===== src/rtl/load_unpack_pkg.sv =====
`default_nettype none
// +----------------------------------------------------------------------+
// | load_unpack_pkg                                                      |
// | Shared funct3 load/store encodings, load FSM states, decode helpers. |
// | Rev 1.0 - initial release                                            |
// +----------------------------------------------------------------------+
package load_unpack_pkg;

  localparam logic [2:0] c_f3_lb  = 3'b000;
  localparam logic [2:0] c_f3_lh  = 3'b001;
  localparam logic [2:0] c_f3_lw  = 3'b010;
  localparam logic [2:0] c_f3_lbu = 3'b100;
  localparam logic [2:0] c_f3_lhu = 3'b101;

  localparam logic [2:0] c_f3_sb  = 3'b000;
  localparam logic [2:0] c_f3_sh  = 3'b001;
  localparam logic [2:0] c_f3_sw  = 3'b010;

  typedef enum logic [2:0] {
    IDLE  = 3'd0,
    RD0   = 3'd1,
    WAIT0 = 3'd2,
    RD1   = 3'd3,
    WAIT1 = 3'd4,
    DONE  = 3'd5
  } state_t;

  function automatic logic op_is_legal(input logic [2:0] op);
    case (op)
      c_f3_lb, c_f3_lh, c_f3_lw, c_f3_lbu, c_f3_lhu: return 1'b1;
      default:                                       return 1'b0;
    endcase
  endfunction

  // True when the access straddles a word boundary and needs a second read.
  function automatic logic access_is_split(input logic [2:0] op, input logic [1:0] offset);
    case (op)
      c_f3_lh, c_f3_lhu: return (offset == 2'd3);
      c_f3_lw:           return (offset != 2'd0);
      default:           return 1'b0;
    endcase
  endfunction

endpackage
`default_nettype wire


===== src/rtl/load_extract.sv =====
`default_nettype none
// +----------------------------------------------------------------------+
// | load_extract                                                         |
// | Selects the byte/halfword/word at offset and sign/zero extends it.   |
// | Rev 1.0 - initial release                                            |
// +----------------------------------------------------------------------+
module load_extract
  import load_unpack_pkg::*;
#(
  parameter int DATA_WIDTH = 32
) (
  input  logic [2*DATA_WIDTH-1:0] word_pair,
  input  logic [1:0]              offset,
  input  logic [2:0]              op,
  output logic [DATA_WIDTH-1:0]   ld_data
);

  logic [DATA_WIDTH-1:0] w_shifted;

  assign w_shifted = word_pair[{offset, 3'b000} +: DATA_WIDTH];

  always_comb begin
    ld_data = '0;
    case (op)
      c_f3_lb:  ld_data = {{(DATA_WIDTH-8){w_shifted[7]}}, w_shifted[7:0]};
      c_f3_lh:  ld_data = {{(DATA_WIDTH-16){w_shifted[15]}}, w_shifted[15:0]};
      c_f3_lw:  ld_data = w_shifted;
      c_f3_lbu: ld_data = {{(DATA_WIDTH-8){1'b0}}, w_shifted[7:0]};
      c_f3_lhu: ld_data = {{(DATA_WIDTH-16){1'b0}}, w_shifted[15:0]};
      default:  ld_data = '0;
    endcase
  end

endmodule
`default_nettype wire


===== src/rtl/load_unpack.sv =====
`default_nettype none
// +----------------------------------------------------------------------+
// | load_unpack                                                          |
// | Single-outstanding load unit: word reads, split handling, extension. |
// | Rev 1.0 - initial release                                            |
// +----------------------------------------------------------------------+
module load_unpack #(
  parameter int DATA_WIDTH = 32
) (
  input  logic                  clk,
  input  logic                  rst,
  input  logic                  req_valid,
  input  logic [DATA_WIDTH-1:0] req_addr,
  input  logic [2:0]            req_op,
  output logic                  req_ready,
  output logic                  mem_rd_valid,
  output logic [DATA_WIDTH-1:0] mem_rd_addr,
  input  logic                  mem_rd_ready,
  input  logic                  mem_rsp_valid,
  input  logic [DATA_WIDTH-1:0] mem_rsp_data,
  output logic                  ld_valid,
  output logic [DATA_WIDTH-1:0] ld_data,
  output logic                  ld_err,
  input  logic                  ld_ready
);

  import load_unpack_pkg::*;

  state_t                r_state;
  state_t                w_state_nxt;
  logic [DATA_WIDTH-1:0] r_addr;
  logic [DATA_WIDTH-1:0] r_word0;
  logic [DATA_WIDTH-1:0] r_word1;
  logic [DATA_WIDTH-1:0] r_mem_rd_addr;
  logic [2:0]            r_op;
  logic                  r_err;
  logic                  w_split;

  assign w_split = access_is_split(r_op, r_addr[1:0]);

  always_comb begin
    w_state_nxt = r_state;
    case (r_state)
      IDLE:    if (req_valid)     w_state_nxt = op_is_legal(req_op) ? RD0 : DONE;
      RD0:     if (mem_rd_ready)  w_state_nxt = WAIT0;
      WAIT0:   if (mem_rsp_valid) w_state_nxt = w_split ? RD1 : DONE;
      RD1:     if (mem_rd_ready)  w_state_nxt = WAIT1;
      WAIT1:   if (mem_rsp_valid) w_state_nxt = DONE;
      DONE:    if (ld_ready)      w_state_nxt = IDLE;
      default:                    w_state_nxt = IDLE;
    endcase
  end

  always_ff @(posedge clk) begin
    if (rst) begin
      r_state       <= IDLE;
      r_addr        <= '0;
      r_op          <= '0;
      r_word0       <= '0;
      r_word1       <= '0;
      r_mem_rd_addr <= '0;
      r_err         <= 1'b0;
    end else begin
      r_state <= w_state_nxt;
      case (r_state)
        IDLE: begin
          if (req_valid) begin
            r_addr        <= req_addr;
            r_op          <= req_op;
            r_mem_rd_addr <= {req_addr[DATA_WIDTH-1:2], 2'b00};
            // Clearing both words makes word1 read as zero for unsplit loads.
            r_word0       <= '0;
            r_word1       <= '0;
            r_err         <= ~op_is_legal(req_op);
          end
        end
        WAIT0: begin
          if (mem_rsp_valid) begin
            r_word0 <= mem_rsp_data;
            if (w_split) r_mem_rd_addr <= r_mem_rd_addr + DATA_WIDTH'(4);
          end
        end
        WAIT1: begin
          if (mem_rsp_valid) r_word1 <= mem_rsp_data;
        end
        DONE: begin
          if (ld_ready) r_err <= 1'b0;
        end
        default: ;
      endcase
    end
  end

  assign req_ready    = (r_state == IDLE);
  assign mem_rd_valid = (r_state == RD0) || (r_state == RD1);
  assign mem_rd_addr  = r_mem_rd_addr;
  assign ld_valid     = (r_state == DONE);
  assign ld_err       = r_err;

  // Words and op only change on accept/response, so ld_data holds through DONE.
  load_extract #(
    .DATA_WIDTH(DATA_WIDTH)
  ) u_extract (
    .word_pair ({r_word1, r_word0}),
    .offset    (r_addr[1:0]),
    .op        (r_op),
    .ld_data   (ld_data)
  );

endmodule
`default_nettype wire


===== config.mk =====
export PLATFORM = sky130hd
export DESIGN_NAME = load_unpack
export DESIGN_NICKNAME = d
export VERILOG_FILES = /design/src/rtl/load_unpack_pkg.sv /design/src/rtl/load_extract.sv /design/src/rtl/load_unpack.sv
export SDC_FILE = /design/constraint.sdc
export NUM_CORES = 1
export LEC_CHECK = 0
export BUFFER_PORTS_ARGS = -buffer_cell sky130_fd_sc_hd__buf_2
export CELL_PAD_IN_SITES_DETAIL_PLACEMENT = 1
export CELL_PAD_IN_SITES_GLOBAL_PLACEMENT = 2
export CORE_MARGIN = 1
export CORE_UTILIZATION = 30
export CTS_CLUSTER_SIZE = 25
export DETAILED_ROUTE_END_ITERATION = 10
export PLACE_DENSITY_LB_ADDON = 0.1
export SLEW_MARGIN = 15
export SYNTH_ARGS = -nofsm -noshare
export SYNTH_HDL_FRONTEND = slang
export SYNTH_HIERARCHICAL = 1
export SYNTH_SLANG_ARGS = --single-unit
export TNS_END_PERCENT = 10

===== constraint.sdc =====
create_clock -name clk -period 5.34 [get_ports clk]
set_input_delay 0.534 -clock clk [delete_from_list [all_inputs] [get_ports clk]]
set_output_delay 0.534 -clock clk [all_outputs]
set_load 0.02 [all_outputs]

Word level (Yosys, flattened, before mapping)

Index checks and enable logic that the tools add are counted.
Widths: inputs -> output; s select.

Bits in registers: 105
Logic and storage cells: 73

Shift-type cells: 1
Equal/unequal tests: 21
Mux-type cells: 26
Reduce and logical (&&, ||, !) cells: 16
Add/sub/neg operators: 1
Bitwise logic cells: 1

Operator list:

| kind                  | count |
|---|---|
| $pmux 32 s2           | 3 |
| $mux 32               | 5 |
| $pmux 32 s5           | 1 |
| $shiftx 64x6->32      | 1 |
| $add 32x3->32 const B | 1 |
| $mux 3                | 8 |
| $eq 3x3->1 const B    | 6 |
| $pmux 3 s6            | 1 |
| $eq 3x2->1 const B    | 4 |
| $ne 2x2->1 const B    | 6 |
| $eq 3x1->1 const B    | 3 |
| $logic_not 3->1       | 3 |
| $reduce_and 3->1      | 3 |
| $reduce_bool 2->1     | 4 |
| $mux 1                | 6 |
| $reduce_and 6->1      | 1 |
| $reduce_or 5->1       | 1 |
| $pmux 1 s2            | 2 |
| $reduce_and 4->1      | 1 |
| $eq 2x2->1 const B    | 1 |
| $ne 2x1->1 const B    | 1 |
| $reduce_and 2->1      | 1 |
| $reduce_or 2->1       | 1 |
| $logic_or 1x1->1      | 1 |
| $not 1->1             | 1 |

Logic depth before layout (Yosys ltp)

Depth after elaboration: 9
Gate-level depth with buffers: 8
Mapped depth without buffers: 6

Hierarchy

Netlist, hierarchy kept.

By module, submodules not included:

| module       | instances | area an instance (um2) | cells each |
|---|---|---|---|
| load_unpack  | 1         | 4763.3                 | 621 |
| load_extract | 1         | 1297.5                 | 115 |

Worst setup path after synthesis

Ideal clock, no wire load.

Path type: reg2reg
From: register r_mem_rd_addr[2] (netlist: mem_rd_addr[2])
To: register r_mem_rd_addr[28] (netlist: mem_rd_addr[28])
Clock period less this slack: 2214 ps
Library setup time: 117 ps
Slack: 3126 ps
Buffers on the path: 0
Data required time: 5223 ps
Arrival time: 2097 ps
Cell stages (with the launch flop): 7
Path through: dfxtp_1 ha_1 nand4_1 or4_1 nor3_1 o21ai_0 a32o_1

Cells in the longest elaborated chain, start to end: 4

RTL lines:

| what                   | line              | text |
|---|---|---|
| from (decl)            | load_unpack.sv:34 | `logic [DATA_WIDTH-1:0] r_mem_rd_addr;` |
| from (signal assigned) | load_unpack.sv:70 | `r_mem_rd_addr <= {req_addr[DATA_WIDTH-1:2], 2'b00};` |
| from (signal assigned) | load_unpack.sv:80 | `if (w_split) r_mem_rd_addr <= r_mem_rd_addr + DATA_WIDTH'(4);` |
| $add 32x3->32          | load_unpack.sv:80 |  |
| $mux 32                | load_unpack.sv:80 |  |
| $mux 32                | load_unpack.sv:78 | `if (mem_rsp_valid) begin` |
| $pmux 32 s2            | load_unpack.sv:65 | `case (r_state)` |

No other way between the ends. The select of a mux whose other input is x is not followed.
A chain may end at the register's enable or synchronous reset.

Worst setup path after layout

From: register r_op[1]
To: output ld_data[7]

Cells in the longest elaborated chain, start to end: 2

RTL lines:

| what                                     | line               | text |
|---|---|---|
| from (decl)                              | load_unpack.sv:35  | `logic [2:0] r_op;` |
| from (signal assigned)                   | load_unpack.sv:69  | `r_op <= req_op;` |
| $eq 3x3->1, or another cell as far along | load_extract.sv:24 | `case (op)` |
| $pmux 32 s5 *                            | load_extract.sv:24 |  |
| to (decl)                                | load_unpack.sv:22  | `output logic [DATA_WIDTH-1:0] ld_data,` |

Mark *: on every way between the ends. The rest lies on a longest branch, timed or not.

==> metrics.md <==
| Metric | Value |
|---|---|
| Num rows | 50 |
| R2r worst-path depth | 6 |
| CTS tree | built |
| DP HPWL | ~15,000 µm |
| Die area | a little under 20,000 µm² |
| Antenna diode count | 0 |
| Hold path depth | 3 |
| Post-Syn Instances | 704 |
| Post-Layout Cell Count | 1,058 |
| Area added between synthesis and finish | 18.2% |
| Via Count | 5,814 |
| Avg Synthesized Cell Area | roughly 8.2 µm² |
| VDD IR-drop max | ~0.00015 V |
| Worst setup path category | register to primary output |
| Max clock buf depth | 2 |
| Synth warn | 6 |
| Final wirelength | around 21,000 µm |
| Drt first-iter violations | 370 |
| DR pass1 iterations | 4 |
| Synth Cell Area | ~5800 µm² |
| Clock transition at path regs | about 0.070 ns |
| P per Cell Area | 279 nW/µm² |
| Minimum clock period | between 3 and 4 ns |
| Chip height | about 140 µm |
| Postcts setup bufs | 0 |
| Clock Latency Late Sink | 0.35 ns |
| DRC | 0 |
| Global Route Usage Sum | 0.212 |
| Hold crit path type | input port to register |
| Clock Skews | between 0.009 and 0.01 ns |
| Final ANT Viol Nets | 0 |
| Max Clock Freq | approximately 330 MHz |
| CTS resizes | 0 |
| Initial antenna violation count | 0 |
| Most common cell after layout, fill and taps aside | buf_2 |
| Period utilisation layout | 0.573 |
| CP Max Fanout | 24 |
| Hold Buf Count CTS | 0 |
| First-pass GRT wire length | roughly 33,000 µm |
| H-tree levels | 3 |
| CP startpoint kind | register |
| Clock Root Buffer | clkbuf_16 |
| Die W | roughly 140 µm |
| Relative slew slack | 0.233 |
| # IOs | roughly 140 |
| Critical Path RT | a little under 5 ns |
| Most frequent cells in the layout | 138 x buf_2, 120 x nand2_1, 94 x dfxtp_1 |
| Initial Util | 0.308 |
| Arr. time, crit path | between 2 and 3 ns |
| Layout Nets | slightly below 900 |
| I/O Buffers | between 100 and 150 |
| Final setup violation count | 0 |
| Fin Setup TNS | 0 ns |
| Largest net degree at the start of global routing | roughly 70 |
| Max-Cap Viols | 0 |
| Critical Path End Type | primary output |
| Share of post-route cells with drive strength above 1 | 0.277 |
| GRT overflow | 0 |
| Core ar. | 18,800 µm² |
| Routability Congestion | around 0.81 |
| Drt via density | 5.50 |
| P_leak | between 2 and 2.5 nW |
| Vias in the first global route | 5,811 |
| RSZ-0062 raised after global routing | no |
| Placed insts | about 1,000 |
| Final Hold Fails | 0 |
| Worst hold margin | around 0.44 ns |
| Wirelength per Cell | slightly below 20 µm |
| Max-slew violation count | 0 |
| Clk sink count | 95 |
| Outcome | finished, final reports clean |
| TritonCTS buffer count | 9 |
| Worst-Margin Slew | approximately 1.1 ns |
state kept, by name (all words and copies together) (netlist names):
name         count
mem_rd_addr     30
r_state          3
r_addr           2
ld_err           1
r_word1         24
r_word0         32
r_op             3
per-layer routing:
layer / routed length (µm) / GRT usage
met3: 1000 / 0.0323
met2: 9220 / 0.325
met1: 10400 / 0.310
met5: 0 / 0
met4: 199 / 0.0549
cell type report:
cell class | count | area, µm²
clock buffers | 11 | 243
clock inverters | 5 | 41.3
fillers | 2288 | 12000
inverters | 15 | 56.3
multi-input cells | 526 | 3520
flip-flops and latches | 95 | 1900
well taps | 260 | 325
repair buffers | 146 | 751
worst paths after layout:
path                                   to                     start  slack (ns)
min                r_addr[1]$_SDFFE_PP0P_               req_addr[1]        0.44
max reg2reg  mem_rd_addr[28]$_SDFFE_PP0P_   r_state[1]$_SDFFE_PP0P_        2.35
max                            ld_data[7]      r_op[1]$_SDFFE_PP0P_        2.28
min reg2reg      r_word1[19]$_SDFFE_PP0P_  r_word1[19]$_SDFFE_PP0P_        0.46
per-stage QoR:
stage	power, mW	cell area, µm²	setup WS (ns)	utilization
2_1_floorplan	1.13	5790	3.13	-
3_3_place_gp	1.28	6560	2.38	0.348
3_5_place_dp	1.29	6560	2.32	0.348
4_1_cts	1.95	6840	2.23	0.363
5_1_grt	2.02	6840	2.01	0.363
6_report	1.91	6840	2.28	0.363
report_power, final:
| group | total [mW] | switching, mW | internal, mW |
|---|---|---|---|
| clock network | 0.641 | 0.307 | 0.334 |
| logic | 0.454 | 0.305 | 0.149 |
| registers | 0.816 | 0.0670 | 0.749 |
critical path: stages, from the launching register on:
cell     delay (ns)
dfxtp_1        0.80
nor2b_2        1.02
nor2b_1        0.14
buf_2          0.21
Note: power is estimated with default switching activity, not from simulation.
